===== src/rtl/aud_host_cmd_if.sv =====
// Host byte channels and RMM request/response bundle for the AUD host command front end.
// master = command block side, slave = host bridge / RMM engine side.
interface aud_host_cmd_if;
    logic [7:0]  rx_data;
    logic        rx_valid;
    logic        rx_ready;
    logic [7:0]  tx_data;
    logic        tx_valid;
    logic        tx_ready;
    logic [31:0] rmm_addr;
    logic [31:0] rmm_wdata;
    logic [31:0] rmm_rdata;
    logic [1:0]  rmm_size;
    logic        rmm_we;
    logic        rmm_re;
    logic        rmm_done;
    logic        rmm_err;
    logic        rmm_abort;

    modport master (
        input  rx_data, rx_valid, tx_ready, rmm_rdata, rmm_done, rmm_err,
        output rx_ready, tx_data, tx_valid, rmm_addr, rmm_wdata, rmm_size,
               rmm_we, rmm_re, rmm_abort
    );

    modport slave (
        output rx_data, rx_valid, tx_ready, rmm_rdata, rmm_done, rmm_err,
        input  rx_ready, tx_data, tx_valid, rmm_addr, rmm_wdata, rmm_size,
               rmm_we, rmm_re, rmm_abort
    );
endinterface


===== src/rtl/aud_host_cmd.sv =====
// Parses framed host read/write bytes into single RMM transactions and returns status + read data.
// Request pulses the cycle after the last frame byte; rx held off outside frame states, tx bytes held until tx_ready.
module aud_host_cmd #(
    parameter int TIMEOUT_CYCLES = 4096
) (
    input  logic             aud_ck,
    input  logic             rst,
    aud_host_cmd_if.master   bus,
    output logic             busy
);

    localparam int TW = $clog2(TIMEOUT_CYCLES + 1);
    localparam logic [TW-1:0] TO_LAST = TW'(TIMEOUT_CYCLES - 1);

    typedef enum logic [2:0] {
        S_IDLE,
        S_ADDR,
        S_WDATA,
        S_ISSUE,
        S_WAIT,
        S_RESP_STATUS,
        S_RESP_DATA
    } state_t;

    state_t          state, state_nxt;
    logic            is_wr;
    logic [1:0]      size;
    logic [1:0]      cnt;
    logic [TW-1:0]   tcnt;
    logic [31:0]     addr, wdata, rbuf;
    logic [7:0]      status;
    logic            rx_rdy, abort_q;
    logic            rx_fire, tx_fire, tx_vld, expire, op_ok;
    logic [1:0]      n_m1;
    logic [7:0]      tx_byte;

    assign op_ok   = (bus.rx_data[6:2] == 5'd0) && (bus.rx_data[1:0] != 2'd3);
    // Index of the last byte of an N = 1<<size payload: 0, 1 or 3.
    assign n_m1    = {size[1], size[1] | size[0]};
    assign rx_fire = bus.rx_valid && rx_rdy;
    assign tx_vld  = (state == S_RESP_STATUS) || (state == S_RESP_DATA);
    assign tx_fire = tx_vld && bus.tx_ready;

    always_comb begin
        state_nxt = state;
        expire    = 1'b0;
        case (state)
            S_IDLE:        if (rx_fire) state_nxt = op_ok ? S_ADDR : S_RESP_STATUS;
            S_ADDR:        if (rx_fire && cnt == 2'd3) state_nxt = is_wr ? S_WDATA : S_ISSUE;
            S_WDATA:       if (rx_fire && cnt == n_m1) state_nxt = S_ISSUE;
            S_ISSUE:       state_nxt = S_WAIT;
            S_WAIT: begin
                // Completion in the expiry cycle takes priority over the abort.
                if (bus.rmm_done) begin
                    state_nxt = S_RESP_STATUS;
                end else if (tcnt == TO_LAST) begin
                    expire    = 1'b1;
                    state_nxt = S_RESP_STATUS;
                end
            end
            S_RESP_STATUS: if (tx_fire) state_nxt = (status == 8'h00 && !is_wr) ? S_RESP_DATA : S_IDLE;
            S_RESP_DATA:   if (tx_fire && cnt == n_m1) state_nxt = S_IDLE;
            default:       state_nxt = S_IDLE;
        endcase
    end

    always_ff @(posedge aud_ck or posedge rst) begin
        if (rst) state <= S_IDLE;
        else     state <= state_nxt;
    end

    always_ff @(posedge aud_ck or posedge rst) begin
        if (rst) begin
            rx_rdy  <= 1'b0;
            abort_q <= 1'b0;
            is_wr   <= 1'b0;
            size    <= 2'd0;
            cnt     <= 2'd0;
            tcnt    <= '0;
            addr    <= 32'd0;
            wdata   <= 32'd0;
            rbuf    <= 32'd0;
            status  <= 8'h00;
        end else begin
            // Registered from next state so rx_ready is low while in reset.
            rx_rdy  <= (state_nxt == S_IDLE) || (state_nxt == S_ADDR) || (state_nxt == S_WDATA);
            abort_q <= expire;
            case (state)
                S_IDLE: begin
                    if (rx_fire && op_ok) begin
                        is_wr <= bus.rx_data[7];
                        size  <= bus.rx_data[1:0];
                        cnt   <= 2'd0;
                        wdata <= 32'd0;
                    end else if (rx_fire) begin
                        status <= 8'h02;
                    end
                end
                S_ADDR: begin
                    if (rx_fire) begin
                        addr[{cnt, 3'b000} +: 8] <= bus.rx_data;
                        cnt <= cnt + 2'd1;
                    end
                end
                S_WDATA: begin
                    if (rx_fire) begin
                        wdata[{cnt, 3'b000} +: 8] <= bus.rx_data;
                        cnt <= cnt + 2'd1;
                    end
                end
                S_ISSUE: tcnt <= '0;
                S_WAIT: begin
                    if (bus.rmm_done) begin
                        status <= {7'd0, bus.rmm_err};
                        rbuf   <= bus.rmm_rdata;
                    end else if (expire) begin
                        status <= 8'h03;
                    end else begin
                        tcnt <= tcnt + TW'(1);
                    end
                end
                S_RESP_STATUS: if (tx_fire) cnt <= 2'd0;
                S_RESP_DATA:   if (tx_fire) cnt <= cnt + 2'd1;
                default: ;
            endcase
        end
    end

    always_comb begin
        tx_byte = 8'h00;
        case (state)
            S_RESP_STATUS: tx_byte = status;
            S_RESP_DATA:   tx_byte = rbuf[{cnt, 3'b000} +: 8];
            default:       tx_byte = 8'h00;
        endcase
    end

    assign bus.rx_ready  = rx_rdy;
    assign bus.tx_valid  = tx_vld;
    assign bus.tx_data   = tx_byte;
    assign bus.rmm_addr  = addr;
    assign bus.rmm_wdata = wdata;
    assign bus.rmm_size  = size;
    assign bus.rmm_we    = (state == S_ISSUE) && is_wr;
    assign bus.rmm_re    = (state == S_ISSUE) && !is_wr;
    assign bus.rmm_abort = abort_q;
    assign busy          = (state != S_IDLE);

endmodule

===== src/flat_wrapper.sv =====
// flat-port wrapper written by rule: the top's interface ports become plain ports
module aud_host_cmd_flat 
#(
    parameter int TIMEOUT_CYCLES = 4096
)
  (aud_ck, rst, busy, bus_rx_data, bus_rx_valid, bus_tx_ready, bus_rmm_rdata, bus_rmm_done, bus_rmm_err, bus_rx_ready, bus_tx_data, bus_tx_valid, bus_rmm_addr, bus_rmm_wdata, bus_rmm_size, bus_rmm_we, bus_rmm_re, bus_rmm_abort);
  aud_host_cmd_if bus_i ();
  input  logic aud_ck;
  input  logic rst;
  output logic busy;
  input wire logic [$bits(bus_i.rx_data)-1:0] bus_rx_data;
  input wire logic [$bits(bus_i.rx_valid)-1:0] bus_rx_valid;
  input wire logic [$bits(bus_i.tx_ready)-1:0] bus_tx_ready;
  input wire logic [$bits(bus_i.rmm_rdata)-1:0] bus_rmm_rdata;
  input wire logic [$bits(bus_i.rmm_done)-1:0] bus_rmm_done;
  input wire logic [$bits(bus_i.rmm_err)-1:0] bus_rmm_err;
  output wire logic [$bits(bus_i.rx_ready)-1:0] bus_rx_ready;
  output wire logic [$bits(bus_i.tx_data)-1:0] bus_tx_data;
  output wire logic [$bits(bus_i.tx_valid)-1:0] bus_tx_valid;
  output wire logic [$bits(bus_i.rmm_addr)-1:0] bus_rmm_addr;
  output wire logic [$bits(bus_i.rmm_wdata)-1:0] bus_rmm_wdata;
  output wire logic [$bits(bus_i.rmm_size)-1:0] bus_rmm_size;
  output wire logic [$bits(bus_i.rmm_we)-1:0] bus_rmm_we;
  output wire logic [$bits(bus_i.rmm_re)-1:0] bus_rmm_re;
  output wire logic [$bits(bus_i.rmm_abort)-1:0] bus_rmm_abort;
  assign bus_i.rx_data = bus_rx_data;
  assign bus_i.rx_valid = bus_rx_valid;
  assign bus_i.tx_ready = bus_tx_ready;
  assign bus_i.rmm_rdata = bus_rmm_rdata;
  assign bus_i.rmm_done = bus_rmm_done;
  assign bus_i.rmm_err = bus_rmm_err;
  assign bus_rx_ready = bus_i.rx_ready;
  assign bus_tx_data = bus_i.tx_data;
  assign bus_tx_valid = bus_i.tx_valid;
  assign bus_rmm_addr = bus_i.rmm_addr;
  assign bus_rmm_wdata = bus_i.rmm_wdata;
  assign bus_rmm_size = bus_i.rmm_size;
  assign bus_rmm_we = bus_i.rmm_we;
  assign bus_rmm_re = bus_i.rmm_re;
  assign bus_rmm_abort = bus_i.rmm_abort;
  aud_host_cmd #(.TIMEOUT_CYCLES(TIMEOUT_CYCLES)) u_core (.aud_ck(aud_ck), .rst(rst), .bus(bus_i), .busy(busy));
endmodule

===== config.mk =====
export PLATFORM = sky130hd
export DESIGN_NAME = aud_host_cmd_flat
export DESIGN_NICKNAME = d
export VERILOG_FILES = /design/src/rtl/aud_host_cmd_if.sv /design/src/rtl/aud_host_cmd.sv /design/src/flat_wrapper.sv
export SDC_FILE = /design/constraint.sdc
export NUM_CORES = 1
export LEC_CHECK = 0
export ABC_CLOCK_PERIOD_IN_PS = 4200
export BUFFER_PORTS_ARGS = -buffer_cell sky130_fd_sc_hd__buf_2
export CAP_MARGIN = 25
export CORE_MARGIN = 2
export CORE_UTILIZATION = 53
export DETAILED_ROUTE_END_ITERATION = 12
export PLACE_DENSITY = 0.85
export SYNTH_ARGS = -nofsm -noshare
export SYNTH_HDL_FRONTEND = slang
export SYNTH_SLANG_ARGS = --single-unit

===== constraint.sdc =====
create_clock -name aud_ck -period 4.2 [get_ports aud_ck]
set_input_delay 0.42 -clock aud_ck [delete_from_list [all_inputs] [get_ports aud_ck]]
set_output_delay 0.42 -clock aud_ck [all_outputs]
set_load 0.1 [all_outputs]

==> results.json <==
{
  "end_kind": "primary output",
  "synthesis.nets": 538,
  "rows": 37,
  "worstHoldStart": "bus_rmm_rdata[7]",
  "wl_um": 13300,
  "status": "complete, no violations",
  "yosysMostFrequentCell": "dfrtp_1",
  "ir_drop_mv": 0.629,
  "cts_buffers": 17,
  "crit_path_top_delay_cell": "dfrtp_1",
  "cts_max_level": 4,
  "wl_per_cell_um": 17.8,
  "n_antenna_cell": 0,
  "place_hpwl_um": 9080,
  "tns_ns": 0,
  "cts_sinks": 121,
  "wl_met2_um": 6590,
  "crit_buf_inv": 1,
  "fin_nets": 654,
  "vias": 4285,
  "path_class": "reg2out",
  "tightest_slew_ns": 0.861,
  "drv_cap": 0,
  "num_io_pins": 126,
  "yosysSeqAreaShare_pct": 54.8,
  "synth_cell_types": 54,
  "grt_pass1_wl_um": 21900,
  "critPathMaxFanout": 19,
  "critPathLaunchType": "flip-flop",
  "required_ns": 3.78,
  "ff_latch_area_um2": 3030,
  "drt-initial-drc-count": 252,
  "die_width_um": 106,
  "worst-r2r-cell-count": 5,
  "synth_largest_area_cell": "dfrtp_1",
  "slew_headroom_pct": 42.6,
  "power_mw": 5.47,
  "detail-route-antenna-nets": 0,
  "root_buffer": "clkbuf_8",
  "core_area_um2": 10200,
  "synth.avg_cell_area_um2": 11.4,
  "rrSetupSlack_ns": 1.39,
  "ys_ff_latch": 121,
  "yosysTopAreaCellShare_pct": 54.8,
  "mappedNetlistArea_um2": 5520,
  "track_usage_pct": 25.2,
  "cts_resized": 0,
  "fillCellCount": 759,
  "min_path_type": "in2reg",
  "cp.arrival_ns": 2.54,
  "maxSlewViolCount": 0,
  "wirelength_met1_um": 5590,
  "antenna_found_initial": 0,
  "multiInputGateArea_um2": 2240,
  "r2r-end": "u_core.bus.rmm_wdata[8]$_DFFE_PP0P_",
  "clk_pin_slew_ns": 0.06,
  "drcViolationCount": 0,
  "clock_skew_ns": 0.00869,
  "holdWs_ns": 0.134,
  "clk_latency_ns": 0.52,
  "synth-main-ff-cell": "dfrtp_1",
  "timing.fmax_ghz": 0.337,
  "synth_common_cells": "dfrtp_1 (121), o21ai_0 (39), mux2_2 (36), a22o_1 (33), nand3_1 (32)",
  "die-area_um2": 11300,
  "portBuffers": 125,
  "path_cells": "mux4_2 -> a22oi_1 -> nor2b_1 -> buf_2",
  "crit_family": "flip-flops",
  "hold_depth": 2,
  "place_inst": 717,
  "grt_setup_unrepaired": "no",
  "grt_max_degree": 83,
  "cts_tree": "built",
  "finalSetupViolations": 0,
  "stdcell_count": 751,
  "power_density_nw_per_um2": 801,
  "overflow": 0,
  "ys_warn_count": 0,
  "reg2reg_from": "u_core.cnt[0]$_DFFE_PP0P_",
  "fin_crit_sh_pct": 70.6,
  "critical-path-max-stage-delay_ns": 0.90,
  "ys_top_cells_by_area": "dfrtp_1 (55%), mux2_2 (7.3%), a22o_1 (5.2%)",
  "hold_path_end": "u_core.rbuf[7]$_DFFE_PP0P_",
  "syn_to_final_growth_pct": 23.8,
  "firstDrtPassIters": 4,
  "hold_viol": 0,
  "dr.max_layer_used": "met4",
  "grt_pass1_vias": 4356,
  "clk_path_buf_depth": 2,
  "die_h_um": 106,
  "synth-edff-count": 0,
  "p_leak_nw": 3.37,
  "initial_core_util_pct": 54.0,
  "layout-drive-gt1-share_pct": 35.4,
  "syn_inst": 486,
  "place.gp.congestion": 0.865,
  "via_per_inst": 5.71,
  "async_flop_share_pct": 100,
  "route.met3.wl_um": 935,
  "fin_crit_ns": 2.96
}
-- state kept, by name, summed over array words and instances, names as in the netlist --
| register | flops |
|---|---|
| u_core.status | 2 |
| u_core.is_wr | 1 |
| u_core.cnt | 2 |
| u_core.bus.rmm_abort | 1 |
| u_core.rbuf | 32 |
| u_core.state | 3 |
| u_core.tcnt | 13 |
| u_core.bus.rx_ready | 1 |
| u_core.bus.rmm_size | 2 |
| u_core.bus.rmm_addr | 32 |
| u_core.bus.rmm_wdata | 32 |
-- per-stage QoR --
step	utilization [%]	setup slack, ns	instance area [um^2]
final	66.8	1.24	6840
after global routing	66.8	1.02	6840
after CTS	66.5	1.19	6800
after detailed placement	60.8	1.38	6220
after global placement	60.8	1.57	6220
after floorplan	-	0.566	5520
-- metal layers --
layer  up-vias  GRT usage (%)
li1       1982              -
met1      2138           33.3
met2       145           40.3
met3        20           6.19
met4         0           10.2
met5         -              0
-- layout make-up --
| cell class | instances | share of cell area [%] |
|---|---|---|
| multi-input cells | 299 | 32.8 |
| clock inverters | 13 | 2.12 |
| flip-flops and latches | 121 | 44.3 |
| inverters | 31 | 1.74 |
| well taps | 136 | 2.49 |
| repair buffers | 132 | 10.2 |
| clock buffers | 19 | 6.31 |
-- worst max-delay path by stage --
stage / to / slack [ns] / depth (start not counted) / start
3_5_place_dp: u_core.bus.rmm_wdata[10]$_DFFE_PP0P_ / 1.38 / 5 / u_core.cnt[0]$_DFFE_PP0P_
4_1_cts: bus_tx_data[0] / 1.19 / 4 / u_core.cnt[0]$_DFFE_PP0P_
2_1_floorplan: u_core.bus.rmm_abort$_DFF_PP0_ / 0.57 / 1 / rst
5_1_grt: bus_tx_data[0] / 1.02 / 4 / u_core.cnt[0]$_DFFE_PP0P_
3_3_place_gp: u_core.bus.rmm_wdata[13]$_DFFE_PP0P_ / 1.57 / 5 / u_core.cnt[0]$_DFFE_PP0P_
6_report: bus_tx_data[0] / 1.24 / 4 / u_core.cnt[0]$_DFFE_PP0P_
-- timing repair --
item	CTS	global route
buffers inserted	0	0
hold buffers	0	1
endpoints found under the hold margin	0	28
-- layout by cell type, fill, tap and decap left out, types with 3 or more instances in the layout --
cell,count
buf_4,5
and2_1,15
ha_1,6
nand4_1,5
dfrtp_1,121
mux2_2,36
or3_1,6
nand2b_1,7
clkinvlp_4,3
nand3_1,32
nor3b_1,3
inv_1,30
buf_2,125
o31ai_1,3
clkbuf_16,16
o211ai_1,3
mux2i_1,3
nand2_1,26
a22o_1,33
a21oi_1,7
nor2b_1,3
nor2_1,7
o21ai_1,4
and3_1,10
mux4_2,8
nor3_1,7
clkinv_4,4
o21ai_0,39
a211o_1,3
-- where the power goes --
group / total [mW] / switching (mW) / internal, mW
Combinational: 2.27 / 1.69 / 0.581
Clock: 1.40 / 0.532 / 0.863
Sequential: 1.81 / 0.297 / 1.51
Total: 5.47 / 2.52 / 2.95
-- worst register-to-register path, delay by kind of cell, from the launching register on --
family | cells | cell delay, ns
AOI/OAI and AO/OA | 1 | 0.19
and+or+nand+nor | 2 | 0.93
DFF | 1 | 0.90
buffers and inverters | 1 | 0.27
adders and majority gates | 1 | 0.45
-- cell families after synthesis --
kind of cell	share of synthesized area, %
buffers and inverters	4.73
AO/OA/AOI/OAI	13.8
flip-flops	54.8
AND/OR/NAND/NOR	13.6
XOR/XNOR	0.317
multiplexers	11.4
adder cells (fa/ha/maj)	1.36
Power figures use the tool's default switching activity.
